<file path="config.mk">
export PLATFORM = sky130hd
export DESIGN_NAME = fpalu_add_arbiter
export DESIGN_NICKNAME = d
export VERILOG_FILES = /design/src/rtl/fpalu_add_arbiter.sv
export SDC_FILE = /design/constraint.sdc
export NUM_CORES = 1
export LEC_CHECK = 0
export ABC_AREA = 1
export BUFFER_PORTS_ARGS = -buffer_cell sky130_fd_sc_hd__buf_2
export CAP_MARGIN = 20
export CORE_MARGIN = 2
export CORE_UTILIZATION = 60
export DETAILED_ROUTE_END_ITERATION = 10
export PLACE_DENSITY = 0.82
export SYNTH_ARGS = -nofsm -noshare
export SYNTH_HDL_FRONTEND = slang
export SYNTH_SLANG_ARGS = --single-unit
</file>
<file path="constraint.sdc">
create_clock -name clk -period 27.3 [get_ports clk]
set_input_delay 5.46 -clock clk [delete_from_list [all_inputs] [get_ports clk]]
set_output_delay 5.46 -clock clk [all_outputs]
set_load 0.01 [all_outputs]
</file>
<file path="src/rtl/fpalu_add_arbiter.sv">
// Round-robin sharing of one combinational single-precision adder between two
// valid/ready requesters, with registered operands/result and one operation in flight.

module fpalu_add (
  input  logic [31:0] i_a,
  input  logic [31:0] i_b,
  output logic [31:0] o_sum
);
  logic        w_aNan, w_bNan, w_aInf, w_bInf;
  logic        w_swap, w_sub, w_sign, w_sticky, w_roundUp;
  logic [31:0] w_big, w_small;
  logic [7:0]  w_bigExp, w_smallExp, w_diff, w_shift;
  logic [26:0] w_bigMan, w_smallMan, w_alignMan, w_norm;
  logic [27:0] w_raw;
  logic [4:0]  w_lz;
  logic [8:0]  w_exp;
  logic [30:0] w_packed;

  assign w_aNan = (i_a[30:23] == 8'hff) && (i_a[22:0] != 23'd0);
  assign w_bNan = (i_b[30:23] == 8'hff) && (i_b[22:0] != 23'd0);
  assign w_aInf = (i_a[30:23] == 8'hff) && (i_a[22:0] == 23'd0);
  assign w_bInf = (i_b[30:23] == 8'hff) && (i_b[22:0] == 23'd0);

  // Order by magnitude so the aligned operand is never the larger one.
  assign w_swap     = i_b[30:0] > i_a[30:0];
  assign w_big      = w_swap ? i_b : i_a;
  assign w_small    = w_swap ? i_a : i_b;
  assign w_bigExp   = (w_big[30:23] == 8'd0) ? 8'd1 : w_big[30:23];
  assign w_smallExp = (w_small[30:23] == 8'd0) ? 8'd1 : w_small[30:23];
  assign w_bigMan   = {w_big[30:23] != 8'd0, w_big[22:0], 3'b000};
  assign w_smallMan = {w_small[30:23] != 8'd0, w_small[22:0], 3'b000};
  assign w_diff     = w_bigExp - w_smallExp;
  assign w_sub      = w_big[31] ^ w_small[31];
  assign w_sign     = w_big[31];

  // Bits shifted past guard/round collapse into a sticky LSB.
  always_comb begin
    w_alignMan = 27'd0;
    w_sticky   = 1'b0;
    if (w_diff >= 8'd27) begin
      w_sticky = |w_smallMan;
    end else begin
      w_alignMan = w_smallMan >> w_diff;
      w_sticky   = |(w_smallMan & ((27'd1 << w_diff) - 27'd1));
    end
    w_alignMan[0] = w_alignMan[0] | w_sticky;
  end

  assign w_raw = w_sub ? ({1'b0, w_bigMan} - {1'b0, w_alignMan})
                       : ({1'b0, w_bigMan} + {1'b0, w_alignMan});

  always_comb begin
    w_lz = 5'd27;
    for (int i = 0; i < 27; i++) begin
      if (w_raw[i]) w_lz = 5'(26 - i);
    end
  end

  // Left shift stops at exponent 1 so tiny results land as denormals.
  assign w_shift = ({3'b000, w_lz} > (w_bigExp - 8'd1)) ? (w_bigExp - 8'd1) : {3'b000, w_lz};

  always_comb begin
    if (w_raw[27]) begin
      w_norm = {w_raw[27:2], w_raw[1] | w_raw[0]};
      w_exp  = {1'b0, w_bigExp} + 9'd1;
    end else begin
      w_norm = w_raw[26:0] << w_shift;
      w_exp  = {1'b0, w_bigExp} - {1'b0, w_shift};
    end
  end

  // Round-to-nearest-even; the carry ripples into the exponent field on its own.
  assign w_roundUp = w_norm[2] & (w_norm[1] | w_norm[0] | w_norm[3]);
  assign w_packed  = {(w_norm[26] ? w_exp[7:0] : 8'd0), w_norm[25:3]} + {30'd0, w_roundUp};

  always_comb begin
    if (w_aNan || w_bNan || (w_aInf && w_bInf && (i_a[31] != i_b[31]))) begin
      o_sum = 32'h7fc00000;
    end else if (w_aInf) begin
      o_sum = i_a;
    end else if (w_bInf) begin
      o_sum = i_b;
    end else if (w_raw == 28'd0) begin
      o_sum = {i_a[31] & i_b[31], 31'd0};
    end else if (w_norm[26] && (w_exp >= 9'd255)) begin
      o_sum = {w_sign, 8'hff, 23'd0};
    end else begin
      o_sum = {w_sign, w_packed};
    end
  end
endmodule

module fpalu_add_arbiter #(
  parameter int CNT_W = 16
) (
  input  logic             clk,
  input  logic             rst,
  input  logic             req0_valid,
  output logic             req0_ready,
  input  logic [31:0]      req0_a,
  input  logic [31:0]      req0_b,
  output logic             rsp0_valid,
  input  logic             rsp0_ready,
  output logic [31:0]      rsp0_sum,
  input  logic             req1_valid,
  output logic             req1_ready,
  input  logic [31:0]      req1_a,
  input  logic [31:0]      req1_b,
  output logic             rsp1_valid,
  input  logic             rsp1_ready,
  output logic [31:0]      rsp1_sum,
  output logic             busy,
  output logic             owner,
  output logic [CNT_W-1:0] cnt0,
  output logic [CNT_W-1:0] cnt1
);
  localparam logic [1:0] S_IDLE = 2'd0;
  localparam logic [1:0] S_EXEC = 2'd1;
  localparam logic [1:0] S_RESP = 2'd2;

  logic [1:0]       r_state;
  logic [31:0]      r_opA, r_opB, r_sum;
  logic             r_owner, r_last;
  logic [CNT_W-1:0] r_cnt0, r_cnt1;
  logic             w_idle, w_grant, w_accept, w_done;
  logic [31:0]      w_addSum;

  assign w_idle = (r_state == S_IDLE);

  // Ties go to whoever was not served last; a lone requester always wins.
  assign w_grant    = (req0_valid && req1_valid) ? ~r_last : req1_valid;
  assign req0_ready = ~rst & w_idle & req0_valid & ~w_grant;
  assign req1_ready = ~rst & w_idle & req1_valid & w_grant;
  assign w_accept   = req0_ready | req1_ready;

  assign rsp0_valid = (r_state == S_RESP) & ~r_owner;
  assign rsp1_valid = (r_state == S_RESP) & r_owner;
  assign rsp0_sum   = rsp0_valid ? r_sum : 32'd0;
  assign rsp1_sum   = rsp1_valid ? r_sum : 32'd0;
  assign w_done     = (rsp0_valid & rsp0_ready) | (rsp1_valid & rsp1_ready);

  assign busy  = ~w_idle;
  assign owner = w_idle ? 1'b0 : r_owner;
  assign cnt0  = r_cnt0;
  assign cnt1  = r_cnt1;

  fpalu_add u_add (
    .i_a   (r_opA),
    .i_b   (r_opB),
    .o_sum (w_addSum)
  );

  always_ff @(posedge clk or posedge rst) begin
    if (rst) begin
      r_state <= S_IDLE;
      r_opA   <= 32'd0;
      r_opB   <= 32'd0;
      r_sum   <= 32'd0;
      r_owner <= 1'b0;
      r_last  <= 1'b1;
      r_cnt0  <= '0;
      r_cnt1  <= '0;
    end else begin
      case (r_state)
        S_IDLE: begin
          if (w_accept) begin
            r_opA   <= w_grant ? req1_a : req0_a;
            r_opB   <= w_grant ? req1_b : req0_b;
            r_owner <= w_grant;
            r_state <= S_EXEC;
          end
        end
        S_EXEC: begin
          r_sum   <= w_addSum;
          r_state <= S_RESP;
        end
        S_RESP: begin
          if (w_done) begin
            r_state <= S_IDLE;
            r_last  <= r_owner;
            if (r_owner) begin
              if (r_cnt1 != '1) r_cnt1 <= r_cnt1 + CNT_W'(1);
            end else begin
              if (r_cnt0 != '1) r_cnt0 <= r_cnt0 + CNT_W'(1);
            end
          end
        end
        default: r_state <= S_IDLE;
      endcase
    end
  end
endmodule

</file>
### Word level (Yosys, flattened, before mapping)

Cells that the tools add are included.

* output and inout port bits: 102
* register bits: 132
* bits of input ports: 134
* logic and storage cells: 137

* reduce and logical (&&, ||, !) cells: 27
* eq/ne operators: 9
* $lt $le $gt $ge: 4
* muxes and demuxes: 52
* add/subtract/negate cells: 10
* bitwise logic cells: 24
* shift operators: 3

Operators by type and width (count)
* 2-to-1 mux 32 bit: 10
* 2-to-1 mux 5 bit: 16
* 2-to-1 mux 27 bit: 2
* zero test 23 bit: 2
* nonzero test 23 bit: 2
* adder 16 x 1 -> 16 bit, second input constant: 2
* 2-to-1 mux 4 bit: 8
* 2-to-1 mux 8 bit: 4
* inequality test 16 bit, second input constant: 2
* adder 31 x 1 -> 31 bit: 1
* > comparator 31 bit: 1
* 2-to-1 mux 31 bit: 1
* adder 27 x 27 -> 28 bit: 1
* zero test 28 bit: 1
* 2-to-1 mux 28 bit: 1
* subtractor 27 x 27 -> 28 bit: 1
* bitwise AND 27 bit: 1
* OR reduction 27 bit: 1
* left shift 1 x 8 -> 27 bit, first input constant: 1
* left shift 27 x 8 -> 27 bit: 1
* right shift 27 x 8 -> 27 bit: 1
* subtractor 27 x 1 -> 27 bit, second input constant: 1
* OR reduction 24 bit: 1
* equality test 8 bit, second input constant: 2
* other kinds (27): 65

### Longest topological paths before layout

Gate-level depths: netlist of the first run.

* depth after elaboration: 53
* gate-level depth with buffers: 111
* gate-level depth less buffers: 105

### Cells and area by module

From an unflattened synthesis of the first run, not the netlist that was laid out.

* cell total of the unflattened synthesis: 3062
* area total of the unflattened synthesis: 17959.7 sq um

By module, submodules not included
* fpalu_add: times used 1, sequential area each 0.0 sq um, cells each 2186, area an instance 11228.3 sq um
* fpalu_add_arbiter: times used 1, sequential area each 3304.4 sq um, cells each 876, area an instance 6731.5 sq um

### Worst setup path after synthesis of the first run

Ideal clock, no wire load.

* kind: reg-to-reg
* start point: register r_opA[30]
* end point: register r_sum[13]
* required time: 27.175 ns
* cell stages (with the launch flop): 94
* arrival: 13.059 ns
* slack: 14.116 ns
* library setup time: 0.125 ns
* buffers on the path: 9
* period minus slack after synthesis: 13.184 ns
* cells stage by stage: dfrtp_1 inv_1 ha_1 nand2_1 nor2_2 nand3_1 nor3_2 nand4_2 nand2_4 buf_6 clkbuf_1 clkbuf_1 o21ai_0 nor4_1 nand4_1 nand2_1 inv_1 ha_1 [... 58 more ...] nand2_1 inv_2 ha_1 or2_2 a21oi_1 o21ai_1 xor2_1 nor2_1 nand3_1 nor3_1 o21bai_4 nand2_2 inv_2 buf_6 nand2_2 o21ai_1 o2111ai_1 nand2_1

* cells in the longest elaborated chain, start to end: 53
* elaborated cells between the ends (all ways): 79
* classes of those cells: 8 x add/sub; 4 x order compare; 1 x eq/ne; 3 x shift; 42 x mux; 7 x bitwise; 14 x reduce/logical

RTL lines
* from (decl): line 122 `logic [31:0] r_opA, r_opB, r_sum;`
* from (signal assigned): line 167 `r_opA <= w_grant ? req1_a : req0_a;`
* > comparator 31 bit: line 25 `assign w_swap = i_b[30:0] > i_a[30:0];`
* 2-to-1 mux 32 bit, on equally long branches: line 26, 27
* zero test 8 bit, on equally long branches: line 28, 29
* 2-to-1 mux 8 bit, on equally long branches: line 28, 29
* subtractor 8 bit: line 32 `assign w_diff = w_bigExp - w_smallExp;`
* left shift 1 x 8 -> 27 bit: line 44 `w_sticky = |(w_smallMan & ((27'd1 << w_diff) - 27'd1));`
* subtractor 27 x 1 -> 27 bit: line 44
* bitwise AND 27 bit: line 44
* [... 36 more ...]
* OR 1 bit (2 in series): line 73 `assign w_roundUp = w_norm[2] & (w_norm[1] | w_norm[0] | w_norm[3]);`
* bitwise AND 1 bit: line 73
* adder 31 x 1 -> 31 bit: line 74 `assign w_packed = {(w_norm[26] ? w_exp[7:0] : 8'd0), w_norm[25:3]} + {30'd0, w_roundUp};`
* 2-to-1 mux 31 bit: line 85 `end else if (w_norm[26] && (w_exp >= 9'd255)) begin`
* 2-to-1 mux 32 bit: line 83 `end else if (w_raw == 28'd0) begin`
* 2-to-1 mux 32 bit: line 81 `end else if (w_bInf) begin`
* 2-to-1 mux 32 bit: line 79 `end else if (w_aInf) begin`
* 2-to-1 mux 32 bit *: line 77 `if (w_aNan || w_bNan || (w_aInf && w_bInf && (i_a[31] != i_b[31]))) begin`
* to (signal assigned): line 174 `r_sum <= w_addSum;`
* to (decl): line 122

Mark *: on every way between the ends. The rest lies on a longest branch, timed or not.
A chain may end at the register's enable or synchronous reset.

### Final worst setup path of the first run

* start point: register r_opA[30]
* end point: register r_sum[9]

Same word-level chain as after synthesis.

==> impl_results.md, run 1 <==
- CP Capture Type: register
- Detailed Place HPWL: between 50 and 60 mm
- Num CTS Buffers: 17
- Height of the die: 177 um
- Antenna violations before repair: 1
- Min-Delay Path Class: reg -> reg
- Most common cell after layout, fill and taps aside: nand2_1
- Synthesis-stage register bit count: approximately 130
- Row count: 63
- Clock root buffer: clkbuf_16
- First-pass DRT Iterations: 9
- CP Data Required Time: about 28000 ps
- Setup TNS: 0 ps
- Overall Global Routing Usage: 0.415
- Via count: about 21000
- Hold Vio Cnt, Final: 0
- Slew at the pin closest to its max-slew limit: roughly 1100 ps
- Status: complete, no violations
- Cell taking the most area after synthesis: dfrtp_1
- Multi-input gate area: 0.0124 mm2
- Register area: 0.00330 mm2
- Worst r2r src: r_opA[30]
- CTS tree: done
- Worst-Skew Late Latency: 430 ps
- Via density: around 6.1
- PostCTS Resize Cnt: 0
- Synthesis-to-layout area growth: 9.38%
- Syn_area_per_cell: roughly 6 um2
- R2R Setup Slk: around 10000 ps
- TritonCTS Sinks: roughly 130
- Crit-path max FO: 107
- I/O Buffers: 235
- Routed Antenna Nets: 0
- Mapped Area: between 0.015 and 0.02 mm2
- Vias in the first global route: around 20000
- Cts hold-fix bufs: 0
- Largest net degree at the start of global routing: ~110
- Final period utilization: 0.629
- Wirelength, routed: about 66 mm
- RePlAce Congestion: a little over 1
- Slowest stage cell, crit path: nand2_4
- Crit-path max cell delay: 960 ps
- GRT overflow: 0
- Layout filler cell count: 2639
- Crit path launch type: register
- Ports: roughly 240
- Iteration-0 DRC Markers: 2745
- Fin crit period: between 15000 and 20000 ps
- Crit path launch: r_opA[30]
- DR DRC count: 0
- CTS max path bufs: 2
- Fin Hold WS: roughly 480 ps
- CTS H-tree lvls: 4
- Nets: approximately 3400
- Post-CTS Setup Repair Bufs: 0
- Post-synth EDFFs: 0
- R2R Path End: r_sum[9]
- Main synth FF type: dfrtp_1
- CP Class: reg -> reg
- RSZ-0062 raised after global routing: false
- Worst Reg-to-Reg Cells: 95
- Maxcap violations: 0
- Wire length per cell: approximately 19 um
- Max Slew Vio Count: 0
- Cell variety after synth: 75
- Clk pin slew, worst setup/hold paths: roughly 70 ps
- Core area: 0.0295 mm2
- Net Count, Synth: 3224
- Seq/Total Area, Yosys: 0.185
- Cell count after synthesis: 2980
- Cell repeated most along the worst path: nand2_1
- Worst Hold Depth: 2
- Crit path DAT: 17530 ps
- Die area: 0.0312 mm2
- Die width: between 150 and 200 um
- Asr flop ratio synth: 1.00
- Initial Utilization: 0.606
- Synth Warn #: 0
- Synth area leaders: dfrtp_1 (18%), nand2_1 (17%), nand3_1 (12%)
- First-pass GRT wire length: between 100 and 150 mm
- Most frequent cells in the layout: nand2_1 (788), nand3_1 (412), nor2_1 (350)
- Slew HR: 0.283
- Setup violators final: 0
- Layout cells sized above 1: 0.163
- CP endpoint: r_sum[9]
- Setup Skew: 13.5 ps
- Highest Clock Rate: about 58 MHz
- Top cell type's share of synthesized area: 0.184
metrics by stage:
step,cell area [um2],utilization,worst slack [ps],cells
after floorplan,17900,-,14120,2980
after CTS,19500,0.662,10590,3534
after detailed placement,18900,0.642,10660,3502
after global routing,19500,0.662,8550,3534
after global placement,18900,0.642,11310,3502
final,19500,0.662,10120,3535
worst min path at each step:
stage | end | startpoint | slack, ps
2_1_floorplan | r_sum[2] | r_sum[2] | 450
3_3_place_gp | r_sum[19] | r_sum[19] | 470
3_5_place_dp | r_sum[2] | r_sum[2] | 470
4_1_cts | r_sum[2] | r_sum[2] | 480
5_1_grt | cnt1[11] | cnt1[11] | 510
6_report | r_sum[2] | r_sum[2] | 480
cell type report:
type	instances	share of cell area
multi-input cells	2341	0.634
flip-flops and latches	132	0.169
inverters	388	0.0747
repair buffers	251	0.0664
well taps	390	0.0250
clock buffers	19	0.0227
clock inverters	13	0.00750
diodes	1	0.000128
synthesized netlist by cell type (4+ instances only):
cell	instances
nor4_1	11
nor2_1	350
o2111ai_1	6
buf_8	5
a21oi_1	92
nand3_2	22
inv_1	333
nand2_4	12
a31oi_1	76
nand4_1	84
xor2_1	34
a21o_1	4
o21a_1	4
clkbuf_1	50
dfrtp_1	131
o21ai_2	12
buf_6	12
nor3_1	21
nor2_4	11
or2_2	7
inv_2	49
clkinv_1	6
ha_1	108
nand4_2	4
nor2_2	23
nand2_2	58
o31ai_1	6
o21ai_4	4
a211oi_1	4
o22ai_1	5
buf_4	20
nand3_1	412
a21oi_2	4
o21ai_0	69
o211ai_1	5
nand2_1	790
buf_2	18
buf_1	10
o21ai_1	32
and2_1	8
xor2_2	5
xnor2_1	17
cells by family (layout without fill, tap and decap cells):
kind of cell    Yosys count  in the layout  share of synthesized area
compound gates          347            347                      0.120
xor+xnor                 56             56                     0.0296
fa+ha+maj               110            110                     0.0779
buf+inv                 507            671                      0.122
flops                   132            132                      0.185
mux                       1              1                   0.000561
other cells               0              1                          0
simple gates           1827           1827                      0.465
registers in the layout, indices dropped and copies added (netlist names):
| signal | count |
|---|---|
| r_opA | 32 |
| r_opB | 32 |
| r_sum | 32 |
| cnt0 | 16 |
| cnt1 | 16 |
| r_state | 2 |
| r_last | 1 |
| r_owner | 1 |
critical path: cells and delay by family (launching register included):
family	cells	cell delay, ps
simple gates	45	6530
fa+ha+maj	7	2200
compound gates	22	4330
xor+xnor	2	290
buf+inv	19	3250
flops	1	410
per-layer routing:
layer	routed length, um	global-route usage	up-vias
li1	-	-	10039
met1	27300	0.572	9803
met2	27900	0.626	1356
met3	7290	0.0887	214
met4	3060	0.180	2
met5	13	0	-
Power of run 1 is left out: the tool's default activity adds up to more than one toggle a clock period on the data nets, which glitch-free logic cannot reach.
==> run 2, diff against run 1 <==
==> constraint.sdc (replaced) <==
create_clock -name clk -period 16.7 [get_ports clk]
set_input_delay 3.34 -clock clk [delete_from_list [all_inputs] [get_ports clk]]
set_output_delay 3.34 -clock clk [all_outputs]
set_load 0.01 [all_outputs]
==> impl_results.md, run 2 (synthesis gave the netlist of run 1 again) <==
- Ports: between 200 and 250
- Min-Delay Path Class: reg -> reg
- Iteration-0 DRC Markers: roughly 3200
- CTS max path bufs: 2
- Crit-path max cell delay: approximately 480 ps
- Buf+Inv Stages, Crit Path: 19
- Num CTS Buffers: 17
- RSZ-0062 raised after global routing: false
- Met1 Track Usage GR: 0.564
- Worst-Skew Late Latency: ~430 ps
- I/O Buffers: approximately 240
- Clk pin slew, worst setup/hold paths: roughly 70 ps
- Vias in the first global route: between 15000 and 20000
- Status: complete, no violations
- GR Util met3: 0.0872
- CP Class: reg -> reg
- Max Slew Vio Count: 0
- DR DRC count: 0
- Met2 usage: 0.644
- Row count: 63
- Worst Hold Path EP: r_sum[2]
- First-pass DRT Iterations: 8
- Worst Reg-to-Reg Cells: between 90 and 100
- Biggest regs: r_opA x32, r_opB x32, r_sum x32
- Crit path launch type: register
- Wirelength, routed: about 66 mm
- Via density: ~6.1
- Most frequent cells in the layout: nand2_1 (788), nand3_1 (412), nor2_1 (350)
- Hold_sp: r_sum[2]
- Nets: roughly 3400
- Slew at the pin closest to its max-slew limit: between 1000 and 1500 ps
- Cell repeated most along the worst path: nand2_1
- CP top delay family: simple AND/OR/NAND/NOR gates
- R2R Setup Slk: roughly 1400 ps
- Slew HR: 0.280
- Synthesis-to-layout area growth: 10.4%
- Final period utilization: 0.916
- Hold Vio Cnt, Final: 0
- GRT overflow: 0
- Die width: around 180 um
- Routed Antenna Nets: 0
- Core area: between 0.02 and 0.03 mm2
- TritonCTS Sinks: ~130
- Most common cell after layout, fill and taps aside: nand2_1
- Die area: just over 0.03 mm2
- Placed Area: about 0.019 mm2
- Clock root buffer: clkbuf_16
- Detailed Place HPWL: just over 50 mm
- Initial Utilization: 0.606
- CTS tree: done
- RePlAce Congestion: approximately 1.0
- Largest net degree at the start of global routing: 121
- Setup Skew: between 10 and 15 ps
- Via count: between 20000 and 25000
- Layout cells sized above 1: 0.167
- Fin Hold WS: between 400 and 500 ps
- Critical path depth: 93
- Overall Global Routing Usage: 0.411
- CP Data Required Time: 17060 ps
- Height of the die: around 180 um
- CTS H-tree lvls: 4
- Maxcap violations: 0
- Highest Clock Rate: 65.4 MHz
- Worst r2r src: r_opA[21]
- Wire length per cell: about 19 um
- First-pass GRT wire length: between 100 and 150 mm
- CP Capture Type: register
- Cts hold-fix bufs: 0
- Slowest stage cell, crit path: fa_1
- Crit-path max FO: 85
- Worst Hold Depth: 2
- Gr busiest metal: met2
- Design area: 0.0197 mm2
- Setup violators final: 0
- Setup TNS: 0 ps
- Fin crit period: between 15000 and 20000 ps
- R2R Path End: r_sum[9]
- Crit path DAT: 15650 ps
- Antenna violations before repair: 0
==> run 2: cell count changes in the layout (fill, tap and decap cells not counted), sizes merged <==
cell      delta
clkinv       -2
clkinvlp     +2
inv          -2
bufinv       +2
o21ai        +1
clkbuf       -1
buf          +8
==> run 2: worst max path at each step <==
stage | from | to | slack (ps)
floorplan | r_opA[30] | r_sum[13] | 3520
global placement | r_opA[30] | r_sum[9] | 1650
detailed placement | r_opA[30] | r_sum[9] | 960
CTS | r_opA[30] | r_sum[9] | 860
global route | r_opA[20] | r_sum[9] | 20
finish | r_opA[21] | r_sum[9] | 1400
==> run 2: metrics by stage <==
stage	setup WS (ps)	util	cells
after floorplan	3520	-	2980
after detailed placement	960	0.643	3505
after global placement	1650	0.643	3505
after global routing	24.8	0.669	3542
after CTS	860	0.665	3536
final	1400	0.669	3543
==> run 2: cell type report <==
type / count / area, um2
Multi-Input combinational cell: 2342 / 12400
Tap cell: 390 / 488
Clock inverter: 13 / 196
Clock buffer: 18 / 439
Inverter: 388 / 1470
Fill cell: 2712 / 9760
Timing Repair Buffer: 259 / 1390
Antenna cell: 1 / 2.50
Sequential cell: 132 / 3300
==> run 2: worst min-delay path, stage by stage (launching register included) <==
cell and delay [ps]:
dfrtp_1 360, nand2_1 60, o41ai_1 50
==> run 2: layer usage <==
layer | wire [um] | share of wire
met4 | 2650 | 0.040
met5 | 0 | 0
met1 | 27200 | 0.41
met2 | 29000 | 0.44
met3 | 7100 | 0.11
==> run 2: repair_timing <==
action | 4_1_cts | 5_1_grt
setup buffers | 0 | 3
endpoints found under the setup margin | 0 | 31
resized for setup | 0 | 11
Power of run 2 is left out for the same reason.
